### src/rtl/axis_hit_serializer_pkg.sv
// Shared types and constants for the hit-word serializer: FSM encoding,
// word/beat geometry and the overflow counter ceiling.
package axis_hit_serializer_pkg;

  typedef enum logic {
    IDLE = 1'b0,
    SEND = 1'b1
  } state_t;

  localparam int          HIT_MASK_W = 66;
  localparam int          BEATS      = 4;
  localparam int          WORD_W     = 128;
  localparam int          BEAT_W     = WORD_W / BEATS;
  localparam int          BEAT_CNT_W = $clog2(BEATS);
  localparam logic [15:0] OVFL_MAX   = 16'hFFFF;

endpackage

### src/rtl/axis_hit_fifo.sv
// Circular word buffer: 2**DEPTH_LOG2 entries, wrapping read/write pointers
// and a separate occupancy counter. The caller never pushes when full.
module axis_hit_fifo
  import axis_hit_serializer_pkg::*;
#(
  parameter int DEPTH_LOG2 = 2
) (
  input  logic                  i_clk,
  input  logic                  i_rst,
  input  logic                  i_push,
  input  logic [WORD_W-1:0]     i_wdata,
  input  logic                  i_pop,
  output logic [WORD_W-1:0]     o_head,
  output logic [DEPTH_LOG2:0]   o_level,
  output logic                  o_full
);

  localparam int                DEPTH   = 2 ** DEPTH_LOG2;
  localparam logic [DEPTH_LOG2:0] LVL_FULL = (DEPTH_LOG2 + 1)'(DEPTH);

  logic [WORD_W-1:0]     r_mem [DEPTH];
  logic [DEPTH_LOG2-1:0] r_wr_ptr;
  logic [DEPTH_LOG2-1:0] r_rd_ptr;
  logic [DEPTH_LOG2:0]   r_level;

  // NOTE: storage has no reset; only pointers and occupancy decide what is valid.
  always_ff @(posedge i_clk) begin
    if (i_push) r_mem[r_wr_ptr] <= i_wdata;
  end

  // NOTE: sequential state uses non-blocking assignments so every register
  // samples pre-edge values regardless of statement order.
  always_ff @(posedge i_clk or posedge i_rst) begin
    if (i_rst) begin
      r_wr_ptr <= '0;
      r_rd_ptr <= '0;
      r_level  <= '0;
    end else begin
      if (i_push) r_wr_ptr <= r_wr_ptr + 1'b1;
      if (i_pop)  r_rd_ptr <= r_rd_ptr + 1'b1;
      case ({i_push, i_pop})
        2'b10:   r_level <= r_level + 1'b1;
        2'b01:   r_level <= r_level - 1'b1;
        default: r_level <= r_level;
      endcase
    end
  end

  assign o_head  = r_mem[r_rd_ptr];
  assign o_level = r_level;
  assign o_full  = (r_level == LVL_FULL);

endmodule

### src/rtl/axis_hit_serializer.sv
// Captures 128-bit hit words (optional zero-mask filter, drop-on-full with a
// saturating counter) and serializes each into four 32-bit AXI-Stream beats.
module axis_hit_serializer
  import axis_hit_serializer_pkg::*;
#(
  parameter int DEPTH_LOG2 = 2
) (
  input  logic                  aclk,
  input  logic                  areset,
  input  logic [1:0]            cfg,
  input  logic [WORD_W-1:0]     s_axis_tdata,
  input  logic                  s_axis_tvalid,
  output logic [BEAT_W-1:0]     m_axis_tdata,
  output logic                  m_axis_tvalid,
  input  logic                  m_axis_tready,
  output logic                  m_axis_tlast,
  output logic [15:0]           sts_ovfl,
  output logic [DEPTH_LOG2:0]   sts_level
);

  localparam logic [DEPTH_LOG2:0]   LVL_ONE   = (DEPTH_LOG2 + 1)'(1);
  localparam logic [BEAT_CNT_W-1:0] BEAT_LAST = BEAT_CNT_W'(BEATS - 1);

  state_t                r_state;
  state_t                w_state_nxt;
  logic [BEAT_CNT_W-1:0] r_beat;
  logic [15:0]           r_ovfl;

  logic                  w_filtered;
  logic                  w_push;
  logic                  w_drop;
  logic                  w_pop;
  logic                  w_beat_done;
  logic                  w_full;
  logic [WORD_W-1:0]     w_head;
  logic [DEPTH_LOG2:0]   w_level;

  assign w_filtered  = cfg[0] && (s_axis_tdata[HIT_MASK_W-1:0] == '0);
  assign w_push      = s_axis_tvalid && !w_filtered && !w_full;
  assign w_drop      = s_axis_tvalid && !w_filtered && w_full;
  assign w_beat_done = m_axis_tvalid && m_axis_tready;
  assign w_pop       = w_beat_done && m_axis_tlast;

  axis_hit_fifo #(
    .DEPTH_LOG2 (DEPTH_LOG2)
  ) u_fifo (
    .i_clk   (aclk),
    .i_rst   (areset),
    .i_push  (w_push),
    .i_wdata (s_axis_tdata),
    .i_pop   (w_pop),
    .o_head  (w_head),
    .o_level (w_level),
    .o_full  (w_full)
  );

  always_ff @(posedge aclk or posedge areset) begin
    if (areset) r_state <= IDLE;
    else        r_state <= w_state_nxt;
  end

  // NOTE: every signal driven here gets a default first so no path infers a latch.
  always_comb begin
    w_state_nxt = r_state;
    case (r_state)
      // Leaving on the capture edge itself gives tvalid one cycle after the write.
      IDLE: if (w_level != '0 || w_push) w_state_nxt = SEND;
      SEND: if (w_pop && w_level == LVL_ONE && !w_push) w_state_nxt = IDLE;
      default: w_state_nxt = IDLE;
    endcase
  end

  always_ff @(posedge aclk or posedge areset) begin
    if (areset) begin
      r_beat <= '0;
    end else if (w_beat_done) begin
      r_beat <= m_axis_tlast ? '0 : r_beat + 1'b1;
    end
  end

  // Clear wins over increment; the counter sticks at its ceiling.
  always_ff @(posedge aclk or posedge areset) begin
    if (areset) begin
      r_ovfl <= '0;
    end else if (cfg[1]) begin
      r_ovfl <= '0;
    end else if (w_drop && r_ovfl != OVFL_MAX) begin
      r_ovfl <= r_ovfl + 1'b1;
    end
  end

  assign m_axis_tvalid = (r_state == SEND);
  assign m_axis_tlast  = m_axis_tvalid && (r_beat == BEAT_LAST);
  assign m_axis_tdata  = m_axis_tvalid ? w_head[r_beat * BEAT_W +: BEAT_W] : '0;
  assign sts_ovfl      = r_ovfl;
  assign sts_level     = w_level;

endmodule

### config.mk
export PLATFORM = sky130hd
export DESIGN_NAME = axis_hit_serializer
export DESIGN_NICKNAME = d
export VERILOG_FILES = /design/src/rtl/axis_hit_serializer_pkg.sv /design/src/rtl/axis_hit_fifo.sv /design/src/rtl/axis_hit_serializer.sv
export SDC_FILE = /design/constraint.sdc
export NUM_CORES = 1
export LEC_CHECK = 0
export BUFFER_PORTS_ARGS = -buffer_cell sky130_fd_sc_hd__buf_4
export CAP_MARGIN = 20
export CORE_UTILIZATION = 50
export DETAILED_ROUTE_END_ITERATION = 16
export PLACE_DENSITY = 0.69
export SETUP_SLACK_MARGIN = 0.3
export SYNTH_ARGS = -nofsm -noshare
export SYNTH_HDL_FRONTEND = slang
export SYNTH_SLANG_ARGS = --single-unit
### constraint.sdc
create_clock -name aclk -period 6.14 [get_ports aclk]
set_clock_uncertainty 0.2 [all_clocks]
set_input_delay 1.535 -clock aclk [delete_from_list [all_inputs] [get_ports aclk]]
set_output_delay 1.535 -clock aclk [all_outputs]
set_load 0.01 [all_outputs]
# After elaboration in Yosys (flattened, before gate mapping)
# Memories as Yosys holds them, arrays and structs flattened.
# Index checks and enable logic that the tools add are counted.
[classes]
bitwise = 1
n_addsub = 6
reduce_logical = 18
n_shift = 1
eq_ne = 6
muxes = 10
[ops]
columns = ["operator", "count"]
rows = [
  ["indexed part select 128 x 8 -> 32 bit", 1],
  ["zero test 66 bit", 1],
  ["2-to-1 mux 16 bit", 2],
  ["2-to-1 mux 32 bit", 1],
  ["adder 16 x 1 -> 16 bit, second input constant", 1],
  ["inequality test 16 bit, second input constant", 1],
  ["logical AND 1 bit", 10],
  ["adder 2 x 1 -> 2 bit, second input constant", 3],
  ["one-hot mux 3 bit (2 select lines)", 1],
  ["== test 2 bit, second input constant", 2],
  ["2-to-1 mux 1 bit", 4],
  ["nonzero test 2 bit", 2],
  ["adder 3 x 1 -> 3 bit, second input constant", 1],
  ["== test 3 x 1 -> 1 bit, second input constant", 1],
  ["== test 3 bit, second input constant", 1],
  ["zero test 1 bit", 3],
  ["nonzero test 3 bit", 1],
  ["subtractor 3 x 1 -> 3 bit, second input constant", 1],
  ["== test 2 x 1 -> 1 bit, second input constant", 1],
  ["2-to-1 mux 2 bit", 1],
  ["one-hot mux 1 bit (2 select lines)", 1],
  ["logical OR 1 bit", 1],
  ["NOT 1 bit", 1],
]
[totals]
n_memories = 1
in_bits = 134
ram_bits = 512
regBits = 26
out_inout_bits = 53
[mem_list]
columns = ["name", "words", "word_bits", "read_ports", "rd_ports_with_merged_regs", "wr", "line_no", "source"]
rows = [
  ["u_fifo.r_mem", 4, 128, 1, 0, 1, "axis_hit_fifo.sv:21", "logic [WORD_W-1:0] r_mem [DEPTH];"],
]

# Depth between registers and ports, before layout
# Gate-level depths: netlist of the first run.
[depth]
word_depth = 9
depth_mapped = 10
mapped_depth_nobuf = 10

# Modules after synthesis
# From an unflattened synthesis of the first run, not the netlist that was laid out.
[hier_totals]
hier_cells = 916
area_unflattened_um2 = 21051.4
[modules_own_cells]
columns = ["mod", "area_each_um2", "cells_each", "n_inst", "seq_area_each_um2"]
rows = [
  ["axis_hit_fifo", 18856.8, 702, 1, 15549.9],
  ["axis_hit_serializer", 2194.6, 214, 1, 475.5],
]

# Least setup slack after synthesis of the first run
# OpenSTA, ideal clock, no wires.
[synth_timing]
kind = "input port to flip-flop"
from = "in s_axis_tdata[10]"
to = "mem u_fifo.r_mem[2][0], enable pin"
t_arrival_ns = 5.424
required_time_ns = 5.438
path_slack_ns = 0.014
setup_time_ns = 0.502
n_path_buf = 0
cell_stages = 6
cell_sequence = "nor4_1 -> and4_1 -> nand3_1 -> nor4_2 -> a211oi_1 -> and2_1"
[synth_between]
elab_chain_len = 7
[synth_rtl]
columns = ["element", "line_no", "source"]
rows = [
  ["from (decl)", "axis_hit_serializer.sv:11", "input logic [WORD_W-1:0] s_axis_tdata,"],
  ["zero test 66 bit", "axis_hit_serializer.sv:38", "assign w_filtered = cfg[0] && (s_axis_tdata[HIT_MASK_W-1:0] == '0);"],
  ["logical AND 1 bit", "axis_hit_serializer.sv:38", ""],
  ["zero test 1 bit", "axis_hit_serializer.sv:39", "assign w_push = s_axis_tvalid && !w_filtered && !w_full;"],
  ["logical AND 1 bit (2 in series)", "axis_hit_serializer.sv:39", ""],
  ["2-to-1 mux 1 bit", "axis_hit_fifo.sv:28", "if (i_push) r_mem[r_wr_ptr] <= i_wdata;"],
  ["2-to-1 mux 1 bit (implied by the code)", "axis_hit_fifo.sv:28", ""],
  ["to (decl)", "axis_hit_fifo.sv:21", ""],
]
# Every way passes these cells.

# Worst setup path after layout of the first run
[layout_timing]
from = "reg u_fifo.r_rd_ptr[0]"
to = "out m_axis_tdata[23]"
[layout_between]
elab_chain_len = 3
[layout_rtl]
columns = ["element", "line_no", "source"]
rows = [
  ["from (decl)", "axis_hit_fifo.sv:23", "logic [DEPTH_LOG2-1:0] r_rd_ptr;"],
  ["from (signal assigned)", "axis_hit_fifo.sv:40", "if (i_pop) r_rd_ptr <= r_rd_ptr + 1'b1;"],
  ["memory read (4 x 128 bit)", "n/a", ""],
  ["indexed part select 128 x 8 -> 32 bit", "axis_hit_serializer.sv:94", "assign m_axis_tdata = m_axis_tvalid ? w_head[r_beat * BEAT_W +: BEAT_W] : '0;"],
  ["2-to-1 mux 32 bit", "axis_hit_serializer.sv:94", ""],
  ["to (decl)", "axis_hit_serializer.sv:13", "output logic [BEAT_W-1:0] m_axis_tdata,"],
]
# Every way passes these cells.

==> impl_metrics.yaml, run 1 <==
run_status:
  outcome: "complete, no violations"
clock_network:
  cts.sinks: 538
  cts_resized: 0
  clk_latency_ps: 590
  clockBufferDepth: 3
  cts.clk_slew.worst_paths_ps: 60
  h-tree-depth: 2
  post_cts_buffers: 0
  holdBufCountCts: 0
  cts_root_buf: "clkbuf_16"
  cts_tree: "built"
  numCtsBuffers: 53
sta:
  post-route-period-util_pct: 81.0
  fmax_mhz: 201
  hold_viol: 0
  slew_headroom_pct: 27.8
  rsz0062_at_grt: "false"
  fin_crit_ps: 4970
  setup_viol: 0
  setup_tns_ps: 0
  drv_slew: 0
  worstMarginPinSlew_ps: 1080
  fin_ws_ps: 1170
setup_path:
  cp_max_fo: 62
  cp_num_buf_inv: 2
  crit_chain: "buf_12 -> mux4_2 -> mux4_2 -> and2_1 -> buf_4"
  arrival_ps: 3240
  slowest_delay_ps: 680
  path_class: "flop to output port"
  start_kind: "flop"
  required_ps: 4410
  slowest_stage: "dfrtp_4"
  end_kind: "output port"
  critPathMostFrequentCell: "mux4_2"
  cp_top_family: "multiplexers"
yosys:
  synthXorXnorAreaFrac_pct: 0.250
  synth_area_um2: 21000
  synth_edf_count: 512
  synth_compound_area_share_pct: 0.886
  yosys-top-cells-count: "512 x edfxtp_1, 160 x mux4_2, 38 x and2_1, 26 x dfrtp_1, 24 x clkbuf_1"
  synth_fp_nets: 1071
  synth_top_area_share_pct: 73.1
  synth_most_common_cell: "edfxtp_1"
  yosysTopAreaCell: "edfxtp_1"
  synth.mux.area_fraction_pct: 17.4
  yosys.area_share.simple_pct: 3.47
  synthTopCellsByArea: "edfxtp_1 73%, mux4_2 17%, dfrtp_1 3.1%, and2_1 1.1%, ha_1 0.65%"
  synth.distinct_cells: 39
  synthAdderAreaFrac_pct: 0.654
  synth_top_family_by_area: "multiplexers"
  synth_area_per_cell_um2: 22.7
  ys.flop_type: "edfxtp_1"
  synthCells: 926
  yosys_warnings: 0
  ys_seq_area_share_pct: 76.2
  synth_seq_cells: 538
  async_flop_share_pct: 4.83
final_layout:
  drive_above_1_share_pct: 38.8
  areaGrowthSynthToFinish_pct: 18.3
  nNetsFinal: 1286
  final_util_pct: 60.4
drt:
  drtAntennaViolNets: 0
  dr.pass1.iters: 5
  first_iter_violations: 849
  met2_length_um: 21900
  vias: 10133
  top_layer_used: "met5"
  vias_per_cell: 5.89
  wl_met3_um: 2590
  drt-wirelength-per-cell_um: 25.7
  drcViolationCount: 0
  wl_um: 44300
  drt-met1-wl_um: 19000
placement:
  io_buffers: 186
  place_ws_ps: 1020
  hpwl_um: 26900
  gp_congestion: 0.717
global_routing:
  grt_max_degree: 69
  grt_use_total_pct: 21.0
  antenna_found_initial: 2
  grt_pass1_vias: 10474
  grt_pass1_wl_um: 66600
  grt_overflow_total: 0
die:
  die_w_um: 207
  fp.dieH_um: 207
  core_area_um2: 41200
  num_rows: 74
  start_util_pct: 51.1
  die_area_um2: 42900
  ioPinCount: 187
pwr:
  p_leak_uw: 0.00833
  powerDensity_nw_per_um2: 478
  vdd_ir_drop_max_uv: 319
run:
  drv_cap: 0
worst_hold_path:
  min_path_type: "flop to flop"
[kinds of logic after synthesis]
group,after synthesis
compound gates,30
flops,538
xor+xnor,6
fa+ha+maj,11
mux,166
simple gates,118
buf+inv,57
[metal layers]
layer	GRT usage (%)	vias to the layer above
met5	0	-
li1	-	4367
met3	3.52	57
met1	30.4	5388
met2	33.6	319
met4	5.71	2
[through the flow]
stage | area [µm²] | power [µW] | cells | hold WS, ps
global placement | 23100 | 8800 | 1616 | 339
floorplan | 21000 | 7500 | 926 | 334
detailed placement | 23100 | 8850 | 1616 | 350
CTS | 24900 | 12100 | 1716 | 356
finish | 24900 | 11900 | 1719 | 352
global route | 24900 | 12400 | 1718 | 394
[sequential cells by signal (all words and copies together) (netlist names)]
register and count:
u_fifo.r_mem 512, r_beat 2, u_fifo.r_rd_ptr 2, sts_ovfl 16, m_axis_tvalid 1, u_fifo.o_level 3
u_fifo.r_wr_ptr 2
[worst paths after layout]
check / cells past startpoint / slack (ps) / start / endpoint
max: 5 / 1170 / u_fifo.r_rd_ptr[0]$_DFFE_PP0P_ / m_axis_tdata[23]
min: 1 / 350 / u_fifo.o_level[0]$_DFFE_PP0P_ / u_fifo.o_level[0]$_DFFE_PP0P_
max reg2reg: 5 / 2510 / u_fifo.o_level[0]$_DFFE_PP0P_ / u_fifo.r_mem[0][107]$_DFFE_PP_
min reg2reg: 1 / 350 / u_fifo.o_level[0]$_DFFE_PP0P_ / u_fifo.o_level[0]$_DFFE_PP0P_
max in group asynchronous: 3 / 4630 / areset / u_fifo.r_rd_ptr[1]$_DFFE_PP0P_
min in group asynchronous: 2 / 680 / areset / sts_ovfl[14]$_DFFE_PP0P_
[worst register-to-register path, stage by stage (launching register included)]
cell	delay, ps
dfrtp_1	420
inv_1	80
ha_1	260
a211oi_1	740
and2_4	970
buf_4	570
[final cells by class]
cell class,instances,area (µm²)
diodes,1,2.50
clock buffers,68,1430
clock inverters,32,285
fillers,2907,16300
inverters,9,33.8
multi-input cells,331,4790
flip-flops and latches,538,16000
well taps,532,666
repair buffers,208,1660
[layout by cell type, fill, tap and decap left out, drive strengths merged, types with 10 or more instances in the layout]
cell type  synthesis  final
clkinv             0     23
nor4              16     16
nand3             10     10
inv                9     11
ha                11     11
and2              38     38
edfxtp           512    512
a21oi             13     13
clkbuf            24     68
mux4             160    160
buf               24    208
dfrtp             26     26
[power breakdown]
group / internal (µW) / total [µW] / leakage (µW) / switching, µW
clock: 1850 / 3190 / 0.000833 / 1340
combinational: 1890 / 3610 / 0.00247 / 1720
sequential: 4820 / 5110 / 0.00503 / 290
total: 8560 / 11900 / 0.00833 / 3350
Note: power is estimated with default switching activity, not from simulation.
==> inputs of run 2 (changes only) <==
Settings changed: ABC_AREA set to 1.
Clock period 6.14 ns to 4.9 ns, I/O delays scaled along.
==> run 2 against run 1 <==
Sequential cell count did not move. Synthesized cell count rose by 77%. First-iteration DRC count rose by 79%. Largest power group unchanged. Setup slack got worse by 690 ps. Critical endpoint is now m_axis_tdata[13]. Final cell count rose by 42%. Via count rose by 42%. Critical path type unchanged. Die area rose by 2.8%.
==> impl_metrics.yaml, run 2 <==
final_layout:
  final_cell_mix: "512 x edfxtp_1, 337 x nor2_1, 251 x o21ai_0"
  final_util_pct: 60.0
  nNetsFinal: 1960
  layout_commonest_cell: "edfxtp_1"
  areaGrowthSynthToFinish_pct: 17.3
  top_register: "u_fifo.r_mem"
  drive_above_1_share_pct: 16.8
  largest_register_ffs: 512
drt:
  dr.pass1.iters: 5
  wl_um: 57200
  drcViolationCount: 0
  first_iter_violations: 1517
  vias_per_cell: 5.93
  vias: 14422
  drt-wirelength-per-cell_um: 23.5
  drtAntennaViolNets: 0
global_routing:
  grt_pass1_vias: 13976
  grt_max_degree: 163
  grt_pass1_wl_um: 85000
  grt_overflow_total: 0
  antenna_found_initial: 6
  grt_use_total_pct: 25.7
clock_network:
  cts.sinks: 538
  cts_root_buf: "clkbuf_16"
  clockBufferDepth: 3
  clk_latency_ps: 590
  holdBufCountCts: 0
  numCtsBuffers: 55
  h-tree-depth: 2
  cts.clk_slew.worst_paths_ps: 60
  cts_tree: "built"
  post_cts_buffers: 0
placement:
  place_ws_ps: 1100
  hpwl_um: 34800
  gp_congestion: 0.834
  io_buffers: 186
pwr:
  powerDensity_nw_per_um2: 613
  switching_power_uw: 5640
  vdd_ir_drop_max_uv: 454
  p_comb_share_pct: 35.2
  pwr-share-seq_pct: 40.3
  p_leak_uw: 0.00861
  power_switching_share_pct: 36.2
  clock_power_share_pct: 24.5
  internal_power_uw: 9920
setup_path:
  path_class: "flop to output port"
  start_kind: "flop"
  required_ps: 3470
  end_kind: "output port"
  arrival_ps: 2990
  cp_max_fo: 119
yosys:
  ys.flop_type: "edfxtp_1"
  ys_seq_area_share_pct: 74.1
  synth_edf_count: 512
  synth_area_per_cell_um2: 13.2
  synthTopCellsByArea: "edfxtp_1 71%, nor2_1 5.9%, o21ai_0 5.8%, o221ai_1 3.1%, dfrtp_1 3.0%"
  synth_area_um2: 21600
  synth_most_common_cell: "edfxtp_1"
  synthCells: 1643
  synth_top_area_share_pct: 71.1
  synth.distinct_cells: 35
  async_flop_share_pct: 4.83
  yosys_warnings: 0
  synth_fp_nets: 1788
  yosys-top-cells-count: "512 x edfxtp_1, 341 x nor2_1, 251 x o21ai_0, 76 x o221ai_1, 66 x nand2_1"
  synth_seq_cells: 538
  yosysTopAreaCell: "edfxtp_1"
sta:
  setup_tns_ps: 0
  drv_slew: 0
  slew_headroom_pct: 38.1
  whs_ps: 357
  fin_ws_ps: 483
  post-route-period-util_pct: 90.1
  rsz0062_at_grt: "false"
  setup_viol: 0
  fmax_mhz: 226
  fin_crit_ps: 4420
  hold_viol: 0
  worstMarginPinSlew_ps: 928
die:
  num_rows: 75
  die_area_um2: 44100
  start_util_pct: 51.1
  ioPinCount: 187
  core_area_um2: 42300
  die_w_um: 210
  fp.dieH_um: 210
run_status:
  outcome: "complete, no violations"
run:
  drv_cap: 0
worst_hold_path:
  min_path_type: "flop to flop"
==> run 2: what timing repair did <==
| action | in CTS | in global routing |
|---|---|---|
| gates resized for setup | 0 | 1 |
| setup endpoints to repair | 0 | 1 |
| hold endpoints to repair | 0 | 0 |
==> run 2: per-stage QoR <==
step           std cells  instance area (µm²)  total power (µW)
6_report            2434                25400             15600
5_1_grt             2431                25400             16300
4_1_cts             2430                25400             15600
3_5_place_dp        2335                23800             11800
3_3_place_gp        2335                23800             11700
2_1_floorplan       1643                21600              9610
==> run 2: layout make-up <==
type                       count  area, µm²
clock inverter                24        159
multi-input combinational    963       4980
timing repair buffer         228       1930
tap                          577        722
inverter                      29        115
fill                        3230      16900
clock buffer                  71       1440
sequential                   538      16000
antenna                        4       10.0
==> run 2: logic make-up (layout without fill, tap and decap cells) <==
kind of cell | after synthesis | in the layout | synth area share [%]
flops | 538 | 538 | 74.1
compound gates | 472 | 472 | 13.1
simple gates | 470 | 470 | 8.73
buf+inv | 142 | 352 | 3.06
fa+ha+maj | 11 | 11 | 0.636
xor+xnor | 10 | 10 | 0.405
other cells | 0 | 4 | 0
==> run 2: metal layers <==
layer / GRT usage, % / routed length, µm
met2: 40.6 / 27300
met3: 5.27 / 4820
met1: 35.5 / 23300
met4: 9.61 / 1750
met5: 0 / 64
==> run 2: worst max-delay path, stage by stage (launching register included) <==
cell and delay, ps:
dfrtp_4 630, clkinv_2 140, buf_16 390, o21ai_0 170, o221ai_1 190, nand3_1 280, a21oi_1 350, buf_4 180
==> run 2: path summary, 6_finish.rpt <==
kind | endpoint | cells past startpoint | slack, ps | startpoint
setup / recovery | m_axis_tdata[13] | 7 | 480 | u_fifo.r_rd_ptr[1]$_DFFE_PP0P_
hold / removal | u_fifo.o_level[1]$_DFFE_PP0P_ | 2 | 360 | u_fifo.o_level[1]$_DFFE_PP0P_
setup reg to reg | u_fifo.r_mem[0][73]$_DFFE_PP_ | 6 | 2220 | u_fifo.o_level[0]$_DFFE_PP0P_
hold reg to reg | u_fifo.o_level[1]$_DFFE_PP0P_ | 2 | 360 | u_fifo.o_level[1]$_DFFE_PP0P_
max in group asynchronous | u_fifo.r_rd_ptr[0]$_DFFE_PP0P_ | 3 | 3690 | areset
min in group asynchronous | sts_ovfl[15]$_DFFE_PP0P_ | 3 | 500 | areset
==> run 2: power groups by stage <==
stage / sequential [µW] / clock (µW) / combinational [µW]
floorplan: 6360 / 0 / 3250
global placement: 6320 / 0 / 5340
detailed placement: 6350 / 0 / 5450
CTS: 6260 / 3850 / 5480
global route: 6320 / 4030 / 5920
finish: 6270 / 3810 / 5480
